`config.mk`:
```
export PLATFORM = sky130hd
export DESIGN_NAME = instr_controller_flat
export DESIGN_NICKNAME = d
export VERILOG_FILES = /design/src/rtl/instr_controller_if.sv /design/src/rtl/instr_controller.sv /design/src/flat_wrapper.sv
export SDC_FILE = /design/constraint.sdc
export NUM_CORES = 1
export LEC_CHECK = 0
export BUFFER_PORTS_ARGS = -buffer_cell sky130_fd_sc_hd__buf_2
export CORE_MARGIN = 3
export CORE_UTILIZATION = 45
export DETAILED_ROUTE_END_ITERATION = 8
export PLACE_DENSITY = 0.76
export SLEW_MARGIN = 20
export SYNTH_ARGS = -nofsm -noshare
export SYNTH_HDL_FRONTEND = slang
export SYNTH_SLANG_ARGS = --single-unit
```
`constraint.sdc`:
```
create_clock -name clk -period 2.3 [get_ports clk]
set_clock_uncertainty 0.05 [all_clocks]
set_input_delay 0.46 -clock clk [delete_from_list [all_inputs] [get_ports clk]]
set_output_delay 0.46 -clock clk [all_outputs]
set_load 0.02 [all_outputs]
```
`src/rtl/instr_controller_if.sv`:
```
// Instruction-controller bus: IR load/start handshake from the CPU and the
// full set of datapath control and immediate outputs.
interface instr_controller_if;
    logic [15:0] in;
    logic        load;
    logic        s;
    logic        w;
    logic [2:0]  readnum;
    logic [2:0]  writenum;
    logic        write;
    logic        loada;
    logic        loadb;
    logic        loadc;
    logic        loads;
    logic        asel;
    logic        bsel;
    logic [1:0]  vsel;
    logic [1:0]  shift;
    logic [1:0]  ALUop;
    logic [15:0] sximm5;
    logic [15:0] sximm8;

    // Surrounding CPU side: supplies instructions and start, consumes controls
    modport master (
        output in, load, s,
        input  w, readnum, writenum, write, loada, loadb, loadc, loads,
               asel, bsel, vsel, shift, ALUop, sximm5, sximm8
    );

    // Controller side
    modport slave (
        input  in, load, s,
        output w, readnum, writenum, write, loada, loadb, loadc, loads,
               asel, bsel, vsel, shift, ALUop, sximm5, sximm8
    );
endinterface

```
`src/rtl/instr_controller.sv`:
```
// Instruction controller: owns the 16-bit IR, decodes its fields and steps a
// Moore FSM that drives every datapath control. Control outputs are registered
// decodes of the state being entered; only the immediates, shift and ALUop
// follow the IR combinationally.
module instr_controller (
    input  logic              clk,
    input  logic              reset,
    instr_controller_if.slave bus
);

    typedef enum logic [2:0] {
        ST_WAIT     = 3'd0,
        ST_DECODE   = 3'd1,
        ST_GETA     = 3'd2,
        ST_GETB     = 3'd3,
        ST_EXEC     = 3'd4,
        ST_WRITE    = 3'd5,
        ST_WRITEIMM = 3'd6
    } state_t;

    typedef struct packed {
        logic       w;
        logic [2:0] readnum;
        logic [2:0] writenum;
        logic       write;
        logic       loada;
        logic       loadb;
        logic       loadc;
        logic       loads;
        logic       asel;
        logic       bsel;
        logic [1:0] vsel;
    } ctrl_t;

    localparam logic [2:0] OPC_ALU    = 3'b101;
    localparam logic [2:0] OPC_MOV    = 3'b110;
    localparam logic [1:0] OP_MOVREG  = 2'b00;
    localparam logic [1:0] OP_MOVIMM  = 2'b10;
    localparam logic [1:0] OP_CMP     = 2'b01;
    localparam logic [1:0] OP_MVN     = 2'b11;
    localparam logic [1:0] VSEL_C     = 2'b00;
    localparam logic [1:0] VSEL_IMM8  = 2'b10;

    // Instruction class helpers, all keyed on opcode/op of a given IR value
    function automatic logic is_mov_imm(input logic [15:0] ir);
        return (ir[15:13] == OPC_MOV) && (ir[12:11] == OP_MOVIMM);
    endfunction

    function automatic logic is_mov_reg(input logic [15:0] ir);
        return (ir[15:13] == OPC_MOV) && (ir[12:11] == OP_MOVREG);
    endfunction

    function automatic logic is_mvn(input logic [15:0] ir);
        return (ir[15:13] == OPC_ALU) && (ir[12:11] == OP_MVN);
    endfunction

    function automatic logic is_cmp(input logic [15:0] ir);
        return (ir[15:13] == OPC_ALU) && (ir[12:11] == OP_CMP);
    endfunction

    // Two-operand ALU ops (ADD, CMP, AND) need Rn fetched into A first
    function automatic logic is_two_src(input logic [15:0] ir);
        return (ir[15:13] == OPC_ALU) && (ir[12:11] != OP_MVN);
    endfunction

    // Next-state rule of the sequencer; s only matters in WAIT
    function automatic state_t next_state_f(input state_t st, input logic start,
                                            input logic [15:0] ir);
        state_t nxt;
        nxt = ST_WAIT;
        case (st)
            ST_WAIT: begin
                if (start) nxt = ST_DECODE;
                else       nxt = ST_WAIT;
            end
            ST_DECODE: begin
                if (is_mov_imm(ir))                  nxt = ST_WRITEIMM;
                else if (is_mov_reg(ir) || is_mvn(ir)) nxt = ST_GETB;
                else if (is_two_src(ir))             nxt = ST_GETA;
                else                                 nxt = ST_WAIT;
            end
            ST_GETA:     nxt = ST_GETB;
            ST_GETB:     nxt = ST_EXEC;
            ST_EXEC: begin
                if (is_cmp(ir)) nxt = ST_WAIT;
                else            nxt = ST_WRITE;
            end
            ST_WRITE:    nxt = ST_WAIT;
            ST_WRITEIMM: nxt = ST_WAIT;
            default:     nxt = ST_WAIT;
        endcase
        return nxt;
    endfunction

    // Moore output decode for a state, given the IR that is held in that state
    function automatic ctrl_t ctrl_f(input state_t st, input logic [15:0] ir);
        ctrl_t c;
        c = '0;
        case (st)
            ST_WAIT: begin
                c.w = 1'b1;
            end
            ST_DECODE: begin
                c.w = 1'b0;
            end
            ST_WRITEIMM: begin
                c.writenum = ir[10:8];
                c.vsel     = VSEL_IMM8;
                c.write    = 1'b1;
            end
            ST_GETA: begin
                c.readnum = ir[10:8];
                c.loada   = 1'b1;
            end
            ST_GETB: begin
                c.readnum = ir[2:0];
                c.loadb   = 1'b1;
            end
            ST_EXEC: begin
                c.asel = is_mov_reg(ir);
                c.bsel = 1'b0;
                if (is_cmp(ir)) begin
                    c.loads = 1'b1;
                    c.loadc = 1'b0;
                end else begin
                    c.loads = 1'b0;
                    c.loadc = 1'b1;
                end
            end
            ST_WRITE: begin
                c.writenum = ir[7:5];
                c.vsel     = VSEL_C;
                c.write    = 1'b1;
            end
            default: begin
                c.w = 1'b1;
            end
        endcase
        return c;
    endfunction

    state_t      r_state;
    logic [15:0] r_ir;
    ctrl_t       r_ctrl;

    state_t      w_next_state;
    logic [15:0] w_ir_next;
    logic        w_ir_capture;

    // IR may only change while idle, so decode stays stable for a whole instruction
    always_comb begin
        w_ir_capture = (r_state == ST_WAIT) && bus.load;
        if (w_ir_capture) w_ir_next = bus.in;
        else              w_ir_next = r_ir;
        w_next_state = next_state_f(r_state, bus.s, r_ir);
    end

    // Sequencer: state, IR and the registered controls for the state being entered
    always_ff @(posedge clk) begin
        if (reset) begin
            r_state <= ST_WAIT;
            r_ir    <= 16'h0000;
            r_ctrl  <= ctrl_f(ST_WAIT, 16'h0000);
        end else begin
            r_state <= w_next_state;
            r_ir    <= w_ir_next;
            r_ctrl  <= ctrl_f(w_next_state, w_ir_next);
        end
    end

    // Drive the bus: strobes are gated by reset so nothing commits while it is held
    always_comb begin
        bus.w        = r_ctrl.w;
        bus.readnum  = r_ctrl.readnum;
        bus.writenum = r_ctrl.writenum;
        bus.asel     = r_ctrl.asel;
        bus.bsel     = r_ctrl.bsel;
        bus.vsel     = r_ctrl.vsel;
        bus.write    = r_ctrl.write & ~reset;
        bus.loada    = r_ctrl.loada & ~reset;
        bus.loadb    = r_ctrl.loadb & ~reset;
        bus.loadc    = r_ctrl.loadc & ~reset;
        bus.loads    = r_ctrl.loads & ~reset;
    end

    // Field decode that tracks IR directly
    always_comb begin
        bus.sximm8 = {{8{r_ir[7]}}, r_ir[7:0]};
        bus.sximm5 = {{11{r_ir[4]}}, r_ir[4:0]};
        bus.shift  = r_ir[4:3];
        if (r_ir[15:13] == OPC_ALU) bus.ALUop = r_ir[12:11];
        else                        bus.ALUop = 2'b00;
    end

endmodule

```
`src/flat_wrapper.sv`:
```
// flat-port wrapper written by rule: the top's interface ports become plain ports
module instr_controller_flat 
  (clk, reset, bus_in, bus_load, bus_s, bus_w, bus_readnum, bus_writenum, bus_write, bus_loada, bus_loadb, bus_loadc, bus_loads, bus_asel, bus_bsel, bus_vsel, bus_shift, bus_ALUop, bus_sximm5, bus_sximm8);
  instr_controller_if bus_i ();
  input  logic clk;
  input  logic reset;
  input wire logic [$bits(bus_i.in)-1:0] bus_in;
  input wire logic [$bits(bus_i.load)-1:0] bus_load;
  input wire logic [$bits(bus_i.s)-1:0] bus_s;
  output wire logic [$bits(bus_i.w)-1:0] bus_w;
  output wire logic [$bits(bus_i.readnum)-1:0] bus_readnum;
  output wire logic [$bits(bus_i.writenum)-1:0] bus_writenum;
  output wire logic [$bits(bus_i.write)-1:0] bus_write;
  output wire logic [$bits(bus_i.loada)-1:0] bus_loada;
  output wire logic [$bits(bus_i.loadb)-1:0] bus_loadb;
  output wire logic [$bits(bus_i.loadc)-1:0] bus_loadc;
  output wire logic [$bits(bus_i.loads)-1:0] bus_loads;
  output wire logic [$bits(bus_i.asel)-1:0] bus_asel;
  output wire logic [$bits(bus_i.bsel)-1:0] bus_bsel;
  output wire logic [$bits(bus_i.vsel)-1:0] bus_vsel;
  output wire logic [$bits(bus_i.shift)-1:0] bus_shift;
  output wire logic [$bits(bus_i.ALUop)-1:0] bus_ALUop;
  output wire logic [$bits(bus_i.sximm5)-1:0] bus_sximm5;
  output wire logic [$bits(bus_i.sximm8)-1:0] bus_sximm8;
  assign bus_i.in = bus_in;
  assign bus_i.load = bus_load;
  assign bus_i.s = bus_s;
  assign bus_w = bus_i.w;
  assign bus_readnum = bus_i.readnum;
  assign bus_writenum = bus_i.writenum;
  assign bus_write = bus_i.write;
  assign bus_loada = bus_i.loada;
  assign bus_loadb = bus_i.loadb;
  assign bus_loadc = bus_i.loadc;
  assign bus_loads = bus_i.loads;
  assign bus_asel = bus_i.asel;
  assign bus_bsel = bus_i.bsel;
  assign bus_vsel = bus_i.vsel;
  assign bus_shift = bus_i.shift;
  assign bus_ALUop = bus_i.ALUop;
  assign bus_sximm5 = bus_i.sximm5;
  assign bus_sximm8 = bus_i.sximm8;
  instr_controller u_core (.clk(clk), .reset(reset), .bus(bus_i));
endmodule
```
# Word level (Yosys, flattened, before mapping)
# Index checks and enable logic that the tools add are counted.
# W data, S select, Z words.
totals:
  regBits: 35
  latchBits: 0
  ram_bits: 0
  rom_bits: 0
  input_bits: 20
  out_inout_bits: 52
  wordCells: 69
  mem_count: 0
classes:
  n_addsub: 0
  multipliers: 0
  div: 0
  n_lt_le_gt_ge: 0
  eq_ne: 19
  shifts: 0
  muxes: 15
  bitwise_logic: 7
  n_reduce_logical: 14
ops:
  columns: ["cell", "count"]
  rows:
  - ["$eq A3 B3 Y1 const B", 8]
  - ["$mux W16", 1]
  - ["$pmux W3 S5", 1]
  - ["$eq A3 B2 Y1 const B", 4]
  - ["$mux W3", 3]
  - ["$logic_and A1 B1 Y1", 8]
  - ["$mux W2", 4]
  - ["$pmux W4 S2", 1]
  - ["$eq A3 B1 Y1 const B", 2]
  - ["$pmux W3 S2", 1]
  - ["$reduce_or A6 Y1", 1]
  - ["$and A1 B1 Y1", 5]
  - ["$eq A2 B1 Y1 const B", 2]
  - ["$eq A2 B2 Y1 const B", 2]
  - ["$logic_not A2 Y1", 2]
  - ["$mux W1", 4]
  - ["$logic_not A3 Y1", 1]
  - ["$ne A2 B2 Y1 const B", 1]
  - ["$not A1 Y1", 2]
  - ["$reduce_or A2 Y1", 1]
  - ["$logic_or A1 B1 Y1", 1]

# Longest topological paths before layout
# Gate-level depths: netlist (run 1).
depth:
  ltp_word: 9
  ltp_mapped: 7
  mapped_depth_nobuf: 4

# Worst setup path before layout (run 1)
# No wires, ideal clock.
synth_path:
  kind: "reg2reg"
  from: "register u_core.r_ir[13]"
  to: "register u_core.r_ctrl (netlist bit u_core.bus.readnum[2])"
  setup_time_ns: 0.093
  arrival_ns: 1.742
  required_ns: 2.157
  slack_ns: 0.415
  stages_incl_launch_ff: 6
  path_buffers: 1
  period_less_slack_ns: 1.885
  path_cell_list: "dfxtp_1 -> or3b_4 -> o211a_1 -> or4b_1 -> buf_2 -> o32ai_1"
synth_between:
  elab_chain_len: 8
  word_cells_on_any_way: 16
  cone_classes: "eq/ne: 4; mux: 6; reduce/logical: 6"
synth_lines:
  columns: ["item", "line", "text"]
  rows:
  - ["from (decl)", "instr_controller.sv:143", "logic [15:0] r_ir;"]
  - ["from (signal assigned)", "instr_controller.sv:166", "r_ir <= w_ir_next;"]
  - ["$eq A3 B3 Y1, on equally long branches", null, null]
  - ["$logic_and A1 B1 Y1, on equally long branches", "instr_controller.sv:63, instr_controller.sv:50, instr_controller.sv:54", null]
  - ["$mux W2 / $logic_or A1 B1 Y1 (equally long branches)", "instr_controller.sv:79, instr_controller.sv:78", null]
  - ["$mux W3", "instr_controller.sv:78", "else if (is_mov_reg(ir) || is_mvn(ir)) nxt = ST_GETB;"]
  - ["$mux W3", "instr_controller.sv:77", "if (is_mov_imm(ir)) nxt = ST_WRITEIMM;"]
  - ["$pmux W3 S5 *", "instr_controller.sv:71", "case (st)"]
  - ["$eq A3 B2 Y1", "instr_controller.sv:99", "case (st)"]
  - ["$pmux W3 S2 *", "instr_controller.sv:99", null]
  - ["to (signal assigned)", "instr_controller.sv:163", "r_ctrl <= ctrl_f(ST_WAIT, 16'h0000);"]
  - ["to (signal assigned)", "instr_controller.sv:167", "r_ctrl <= ctrl_f(w_next_state, w_ir_next);"]
  - ["to (decl)", "instr_controller.sv:144", "ctrl_t r_ctrl;"]
# Mark *: on every way between the ends. The rest lies on a longest branch, timed or not.
# A chain may end at the register's enable or synchronous reset.

# Worst setup path in the final report (run 1)
layout_path:
  from: "register u_core.r_ir[14]"
  to: "register u_core.r_ctrl (netlist bit u_core.bus.readnum[2])"
# Same word-level chain as after synthesis.

==> impl_metrics.yaml, run 1 <==
routing:
  vias: 1284
  firstDrtPassIters: 4
  first_iter_violations: 42
  wire_per_inst_um: 11.6
  finalWirelength_mm: 3.13
  drc_errors: 0
  post_drt_via_cell_ratio: 4.77
  ant_nets: 0
yosys:
  synth_top_cell_by_area: "dfxtp_1"
  synth_flop_cell: "dfxtp_1"
  avgSynthCellArea_um2: 8.53
  synthArstFlopShare_pct: 0
  synth_area_um2: 1660
  synth.area.top_cells: "dfxtp_1 (40%), buf_4 (20%), nand2_1 (5.0%)"
  ys_types: 35
  synth_commonest_cells: "buf_4 (43), dfxtp_1 (33), nand2_1 (22), nor2_1 (16), a21oi_1 (9)"
  synth_cells: 194
  yosys_warnings: 0
  synth-seq-area-share_pct: 39.9
  yosysMostFrequentCell: "buf_4"
  ys_ff_latch: 33
  synth_edf_count: 0
  netlist.area_leader.share_pct: 39.9
finish:
  antenna_cells: 0
  final_nets: 242
  fin_area_um2: 1820
  synthToLayoutAreaGrowth_pct: 9.75
  finish.utilization_pct: 52.8
  fill_cells: 345
  drive_above_1_share_pct: 38.1
worst_setup_path:
  crit_chain: "or3b_4 -> o211a_1 -> or4b_1 -> o32ai_1"
  worst_setup_path_start_kind: "flop"
  critPathTopFamily: "simple AND/OR/NAND/NOR gates"
  worst_ep_required_time_ps: 2450
  worst-path-buf-inv: 0
  endpoint_kind: "flop"
  critPathKind: "reg2reg"
  cp_slowest_cell: "or4b_1"
  arrival_ps: 2200
  worst-path-max-fanout: 9
  max_stage_delay_ps: 690
global_routing:
  antenna_found_initial: 0
  grt_first_pass_wirelength_mm: 5.02
  grt_pass1_vias: 1096
  grt_max_degree: 34
  grt_overflow: 0
  grt_usage_pct: 15.1
die:
  die_h_um: 66.7
  fp.dieArea_um2: 4440
  ioPinCount: 72
  die_width_um: 66.7
  start_util_pct: 48.1
  rows: 21
  core-area_um2: 3440
cts:
  ctsResizeCount: 0
  cts_tree: "done"
  clk_latency_ps: 280
  cts_made_buffers: 5
  clock_path_buffers: 2
  cts_hold_buffers: 0
  path_clk_slew_ps: 70
  htree_levels: 2
  cts_setup_buffers: 0
  cts_root_buffer: "clkbuf_8"
  cts_sinks: 33
sta:
  worst_pin_slew_ps: 741
  fmax_mhz: 487
  max_slew_margin_pct: 50.0
  hold_viol: 0
  min_period_ps: 2050
  fin_crit_sh_pct: 89.2
  slew_viol_final: 0
  grt_setup_unrepaired: "false"
  timing.setup.tns_ps: 0
  finalHoldWorstSlack_ps: 366
  finalSetupViolations: 0
run_status:
  run_status: "finished, final reports clean"
placed_design:
  placed_area_um2: 1730
  place_congestion: 0.850
  numPortBuffers: 69
  hpwl_mm: 2.30
flow_run:
  max_cap_viol_count: 0
power:
  vdd_drop_max_v: 0.000190
  power_mw: 1.24
  power_leakage_nw: 0.900
  pwr_density_cell_nw_per_um2: 681
hold_path:
  min_path_type: "in2reg"
[state kept, by name, indices dropped and copies added (netlist names)]
signal,flops
u_core.bus.readnum,3
u_core.r_ctrl,5
u_core.r_state,3
u_core.r_ir,16
u_core.bus.vsel,1
u_core.bus.asel,1
u_core.bus.w,1
u_core.bus.writenum,3
[worst reg2reg max path: cells and delay by family, from the launching register on]
kind	cells	cell delay, ps
simple gates	2	1110
compound gates	2	440
flops	1	360
[cell type report]
class / instances / area, µm² / area share, %
clock buffer: 5 / 68.8 / 3.79
clock inverter: 3 / 17.5 / 0.964
inverter: 5 / 18.8 / 1.03
multi-input combinational: 105 / 626 / 34.4
sequential: 33 / 661 / 36.4
tap: 46 / 57.6 / 3.17
timing repair buffer: 72 / 368 / 20.2
[final timing paths]
path                          startpoint                          endpoint  slack [ps]  cells after the start
max reg2reg   u_core.r_ir[14]$_SDFF_PP0_  u_core.bus.readnum[2]$_SDFF_PP0_         250                      4
max           u_core.r_ir[14]$_SDFF_PP0_  u_core.bus.readnum[2]$_SDFF_PP0_         250                      4
min                            bus_in[3]       u_core.r_ir[3]$_SDFFE_PP0P_         370                      3
min reg2reg  u_core.r_ir[3]$_SDFFE_PP0P_       u_core.r_ir[3]$_SDFFE_PP0P_         430                      2
[metal layers]
metal / up-vias / track usage (%) / part of all wire, %
li1: 661 / - / -
met4: 0 / 9.90 / 2.9
met3: 7 / 3.54 / 6.2
met5: - / 0 / 0
met2: 36 / 23.4 / 47
met1: 580 / 18.6 / 44
[kinds of logic (layout without fill, tap and decap cells)]
group / Yosys count / in the layout / synth area share, %
flip-flops: 33 / 33 / 39.9
buffers and inverters: 57 / 85 / 22.9
AO/OA/AOI/OAI: 29 / 29 / 12.5
AND/OR/NAND/NOR: 68 / 68 / 20.8
multiplexers: 6 / 6 / 3.63
other: 1 / 2 / 0.227
[through the flow]
stage / instances / setup slack [ps]
floorplan: 195 / 415
global placement: 261 / 317
detailed placement: 261 / 294
CTS: 269 / 268
global route: 269 / 116
finish: 269 / 248
[placed cells by master, fill, tap and decap left out, types with 2 or more instances in the layout]
cell / count
buf_4: 3
o31ai_1: 3
nor2b_1: 6
nor2_1: 16
o211a_1: 2
o32ai_1: 3
nand2b_1: 5
clkinv_2: 2
conb_1: 2
mux2i_1: 6
nor3_1: 7
or3_1: 3
a21oi_1: 9
clkbuf_8: 5
inv_1: 5
nand2_1: 22
dfxtp_1: 33
a21o_1: 3
buf_2: 69
[report_power, final]
group          internal, mW  total, mW  leakage (nW)  switching (mW)
logic                0.0749      0.205         0.587           0.130
clock network         0.208      0.418        0.0439           0.209
registers             0.595      0.616         0.269          0.0212
Power figures use the tool's default switching activity.
==> run 2, diff against run 1 <==
==> constraint.sdc (replaced) <==
create_clock -name clk -period 2.3 [get_ports clk]
set_clock_uncertainty 0.05 [all_clocks]
set_input_delay 0.345 -clock clk [delete_from_list [all_inputs] [get_ports clk]]
set_output_delay 0.345 -clock clk [all_outputs]
set_load 0.02 [all_outputs]
==> impl_metrics.yaml, run 2 (same netlist as run 1, synthesis figures left out) <==
cts:
  cts_tree: "done"
  htree_levels: 2
  cts_made_buffers: 5
  clk_latency_ps: 280
  cts_hold_buffers: 0
  path_clk_slew_ps: 70
  cts_root_buffer: "clkbuf_8"
  cts_setup_buffers: 0
  clock_path_buffers: 2
  cts_sinks: 33
  ctsResizeCount: 0
die:
  fp.dieArea_um2: 4440
  ioPinCount: 72
  die_width_um: 66.7
  start_util_pct: 48.1
  die_h_um: 66.7
  core-area_um2: 3440
  rows: 21
placed_design:
  place_congestion: 0.880
  numPortBuffers: 69
  hpwl_mm: 2.49
hold_path:
  min_path_type: "in2reg"
global_routing:
  grt_first_pass_wirelength_mm: 5.21
  grt_max_degree: 34
  grt_overflow: 0
  grt_usage_pct: 15.7
  antenna_found_initial: 0
  grt_pass1_vias: 1143
routing:
  wire_per_inst_um: 12.6
  finalWirelength_mm: 3.40
  post_drt_via_cell_ratio: 4.81
  vias: 1298
  drc_errors: 0
  firstDrtPassIters: 4
  ant_nets: 0
  first_iter_violations: 128
finish:
  final_cell_mix: "buf_2 (69), dfxtp_1 (33), nand2_1 (22)"
  synthToLayoutAreaGrowth_pct: 12.0
  finish.utilization_pct: 53.9
  antenna_cells: 0
  final_common_cell: "buf_2"
  regMostFlops: "u_core.r_ir"
  drive_above_1_share_pct: 37.9
  final_nets: 243
  fill_cells: 335
  largest_reg_flops: 16
  reg.largest.list: "u_core.r_ir (16), u_core.r_ctrl (5)"
power:
  seqPwrFrac_pct: 44.6
  vdd_drop_max_v: 0.000213
  combinationalPowerShare_pct: 15.1
  pwr_density_cell_nw_per_um2: 746
  p_switching_mw: 0.358
  clockPowerShare_pct: 40.3
  power_leakage_nw: 0.920
  swShare_pct: 25.9
  p_int_mw: 1.02
sta:
  slew_viol_final: 0
  fmax_mhz: 479
  max_slew_margin_pct: 43.4
  fin_crit_sh_pct: 90.7
  timing.setup.tns_ps: 0
  worst_pin_slew_ps: 839
  min_period_ps: 2090
  finalSetupViolations: 0
  hold_viol: 0
  grt_setup_unrepaired: "false"
flow_run:
  max_cap_viol_count: 0
worst_setup_path:
  worst_setup_path_start_kind: "flop"
  endpoint_kind: "flop"
  worst-path-buf-inv: 0
  critPathTopFamily: "simple AND/OR/NAND/NOR gates"
  crit_chain: "or3b_4 -> o211a_1 -> or4b_1 -> o32ai_1"
  arrival_ps: 2220
  worst-path-max-fanout: 9
  cp_slowest_cell: "or4b_1"
  worst_ep_required_time_ps: 2430
  max_stage_delay_ps: 690
  critPathKind: "reg2reg"
run_status:
  run_status: "finished, final reports clean"
==> run 2: layout make-up <==
class	count	area [µm²]	area share (%)
clock inverters	1	30.0	1.62
inverters	5	18.8	1.01
well taps	46	57.6	3.10
repair buffers	73	375	20.2
multi-input cells	105	626	33.7
flip-flops and latches	33	661	35.6
clock buffers	7	86.3	4.66
==> run 2: power by group through the flow <==
| stage | sequential (mW) | clock [mW] | combinational, mW |
|---|---|---|---|
| final | 0.616 | 0.558 | 0.209 |
| after global routing | 0.621 | 0.592 | 0.228 |
| after CTS | 0.616 | 0.561 | 0.210 |
| after detailed placement | 0.629 | 0 | 0.209 |
| after global placement | 0.627 | 0 | 0.207 |
| after floorplan | 0.624 | 0 | 0.192 |
==> run 2: worst register-to-register path, delay by kind of cell (launching register included) <==
| kind | cells | cell delay, ps |
|---|---|---|
| flops | 1 | 370 |
| simple gates | 2 | 1110 |
| compound gates | 2 | 470 |
==> run 2: path summary, 6_finish.rpt <==
| path | slack [ps] | from | end | cells past startpoint |
|---|---|---|---|---|
| max | 210 | u_core.r_ir[14]$_SDFF_PP0_ | u_core.bus.readnum[1]$_SDFF_PP0_ | 4 |
| max reg2reg | 210 | u_core.r_ir[14]$_SDFF_PP0_ | u_core.bus.readnum[1]$_SDFF_PP0_ | 4 |
| min | 250 | bus_in[4] | u_core.r_ir[4]$_SDFFE_PP0P_ | 3 |
| min reg2reg | 430 | u_core.r_ir[3]$_SDFFE_PP0P_ | u_core.r_ir[3]$_SDFFE_PP0P_ | 2 |
==> run 2: metal layers <==
metal / up-vias / track usage (%) / routed length (µm) / share of wire [%]
met3: 7 / 3.04 / 169 / 5.0
met4: 0 / 7.61 / 61 / 1.8
met1: 589 / 18.9 / 1470 / 43
li1: 661 / - / - / -
met2: 41 / 26.4 / 1710 / 50
met5: - / 0 / 0 / 0
==> run 2: per-stage QoR <==
step / hold WS, ps / cell area (µm²) / std cells / setup slack (ps) / total power [mW]
2_1_floorplan: 405 / 1660 / 195 / 415 / 0.817
3_3_place_gp: 415 / 1740 / 262 / 311 / 0.834
3_5_place_dp: 427 / 1740 / 262 / 232 / 0.838
4_1_cts: 249 / 1850 / 270 / 219 / 1.39
5_1_grt: 250 / 1850 / 270 / 114 / 1.44
6_report: 251 / 1850 / 270 / 213 / 1.38
==> run 3, diff against run 2 <==
BUFFER_PORTS_ARGS = -buffer_cell sky130_fd_sc_hd__buf_4   (was -buffer_cell sky130_fd_sc_hd__buf_2)
==> impl_metrics.yaml, run 3 (same netlist as run 1, synthesis figures left out) <==
die:
  core-area_um2: 3440
  start_util_pct: 48.1
  fp.dieArea_um2: 4440
  die_h_um: 66.7
  die_width_um: 66.7
  rows: 21
  ioPinCount: 72
sta:
  grt_setup_unrepaired: "false"
  finalSetupViolations: 0
  hold_viol: 0
  fmax_mhz: 486
  min_period_ps: 2060
  slew_viol_final: 0
  fin_crit_sh_pct: 89.4
  worst_pin_slew_ps: 874
  max_slew_margin_pct: 41.0
  timing.setup.tns_ps: 0
worst_setup_path:
  timing.rr.start: "u_core.r_ir[14]$_SDFF_PP0_"
  r2r_cells: 4
  cp-endpoint: "u_core.bus.readnum[1]$_SDFF_PP0_"
  r2r-end: "u_core.bus.readnum[1]$_SDFF_PP0_"
  arrival_ps: 2200
  r2r_slack_ps: 240
  critPathKind: "reg2reg"
  worst_ep_required_time_ps: 2440
  worst-path-max-fanout: 9
  worst_setup_path_start_kind: "flop"
  endpoint_kind: "flop"
  startpoint: "u_core.r_ir[14]$_SDFF_PP0_"
flow_run:
  max_cap_viol_count: 0
global_routing:
  grt_usage_pct: 15.1
  grt_first_pass_wirelength_mm: 5.00
  antenna_found_initial: 0
  grt_pass1_vias: 1117
  grt_max_degree: 34
  grt_overflow: 0
finish:
  largest_reg_flops: 16
  drive_above_1_share_pct: 38.4
  antenna_cells: 0
  final_common_cell: "buf_4"
  fill_cells: 313
  finish.utilization_pct: 58.0
  final_cell_mix: "buf_4 (73), dfxtp_1 (33), nand2_1 (22)"
  regMostFlops: "u_core.r_ir"
  final_nets: 243
  stdcell_count: 270
  synthToLayoutAreaGrowth_pct: 20.6
  reg.largest.list: "u_core.r_ir (16), u_core.r_ctrl (5)"
routing:
  vias: 1311
  ant_nets: 0
  first_iter_violations: 69
  drc_errors: 0
  post_drt_via_cell_ratio: 4.86
  finalWirelength_mm: 3.27
  firstDrtPassIters: 4
  wire_per_inst_um: 12.1
cts:
  ctsResizeCount: 0
  clock_path_buffers: 2
  clk_latency_ps: 280
  cts_made_buffers: 5
  cts_sinks: 33
  path_clk_slew_ps: 70
  cts_hold_buffers: 0
  cts_tree: "done"
  cts_root_buffer: "clkbuf_8"
  cts_setup_buffers: 0
  htree_levels: 2
placed_design:
  numPortBuffers: 69
  dp.cells: 262
  hpwl_mm: 2.48
  place_congestion: 0.876
hold_path:
  min_path_type: "in2reg"
  holdPathStages: 3
power:
  vdd_drop_max_v: 0.000329
  pwr_density_cell_nw_per_um2: 636
  power_leakage_nw: 0.925
run_status:
  run_status: "finished, final reports clean"
-- run 3: cell types whose count changed in the layout (fill, tap and decap cells not counted), sizes merged --
cell      previous run  this run
clkinv               0         2
clkbuf               7         5
clkinvlp             0         1
bufinv               1         0
-- run 3: layout make-up --
class	count	area [µm²]	area share, %
timing repair buffer	73	548	27.4
sequential	33	661	33.1
multi-input combinational	105	626	31.3
clock buffer	5	68.8	3.45
clock inverter	3	17.5	0.877
tap	46	57.6	2.88
inverter	5	18.8	0.940
-- run 3: per-layer routing --
layer	track usage (%)	share of wire (%)	wire length [µm]	up-vias
met2	24.4	50	1620	36
met4	6.85	1.4	46	0
met5	0	0	0	-
li1	-	-	-	665
met3	4.55	6.1	200	4
met1	18.2	43	1400	606
-- run 3: per-stage QoR --
step | hold WS [ps] | instance area [µm²] | setup slack (ps) | power, mW
CTS | 248 | 2000 | 246 | 1.29
global route | 262 | 2000 | 170 | 1.33
detailed placement | 431 | 1910 | 255 | 0.872
global placement | 423 | 1910 | 313 | 0.869
finish | 257 | 2000 | 244 | 1.27
floorplan | 405 | 1660 | 415 | 0.817
-- run 3: how the worst min path moves through the flow --
| stage | from | end |
|---|---|---|
| after floorplan | u_core.r_ir[14]$_SDFF_PP0_ | u_core.r_ir[14]$_SDFF_PP0_ |
| after global placement | u_core.r_ir[14]$_SDFF_PP0_ | u_core.r_ir[14]$_SDFF_PP0_ |
| after detailed placement | u_core.r_ir[14]$_SDFF_PP0_ | u_core.r_ir[14]$_SDFF_PP0_ |
| after CTS | bus_in[3] | u_core.r_ir[3]$_SDFFE_PP0P_ |
| after global routing | bus_in[3] | u_core.r_ir[3]$_SDFFE_PP0P_ |
| final | bus_in[3] | u_core.r_ir[3]$_SDFFE_PP0P_ |
-- run 3: report_power, final --
group	leakage, nW	internal (mW)	switching, mW
Combinational	0.612	0.108	0.131
Sequential	0.269	0.595	0.0237
Clock	0.0439	0.208	0.203
Total	0.925	0.911	0.358
-- run 3: worst max-delay path, cell delays in order (launching register included) --
cell,delay [ps]
dfxtp_1,360
or3b_4,420
o211a_1,130
or4b_1,680
o32ai_1,310
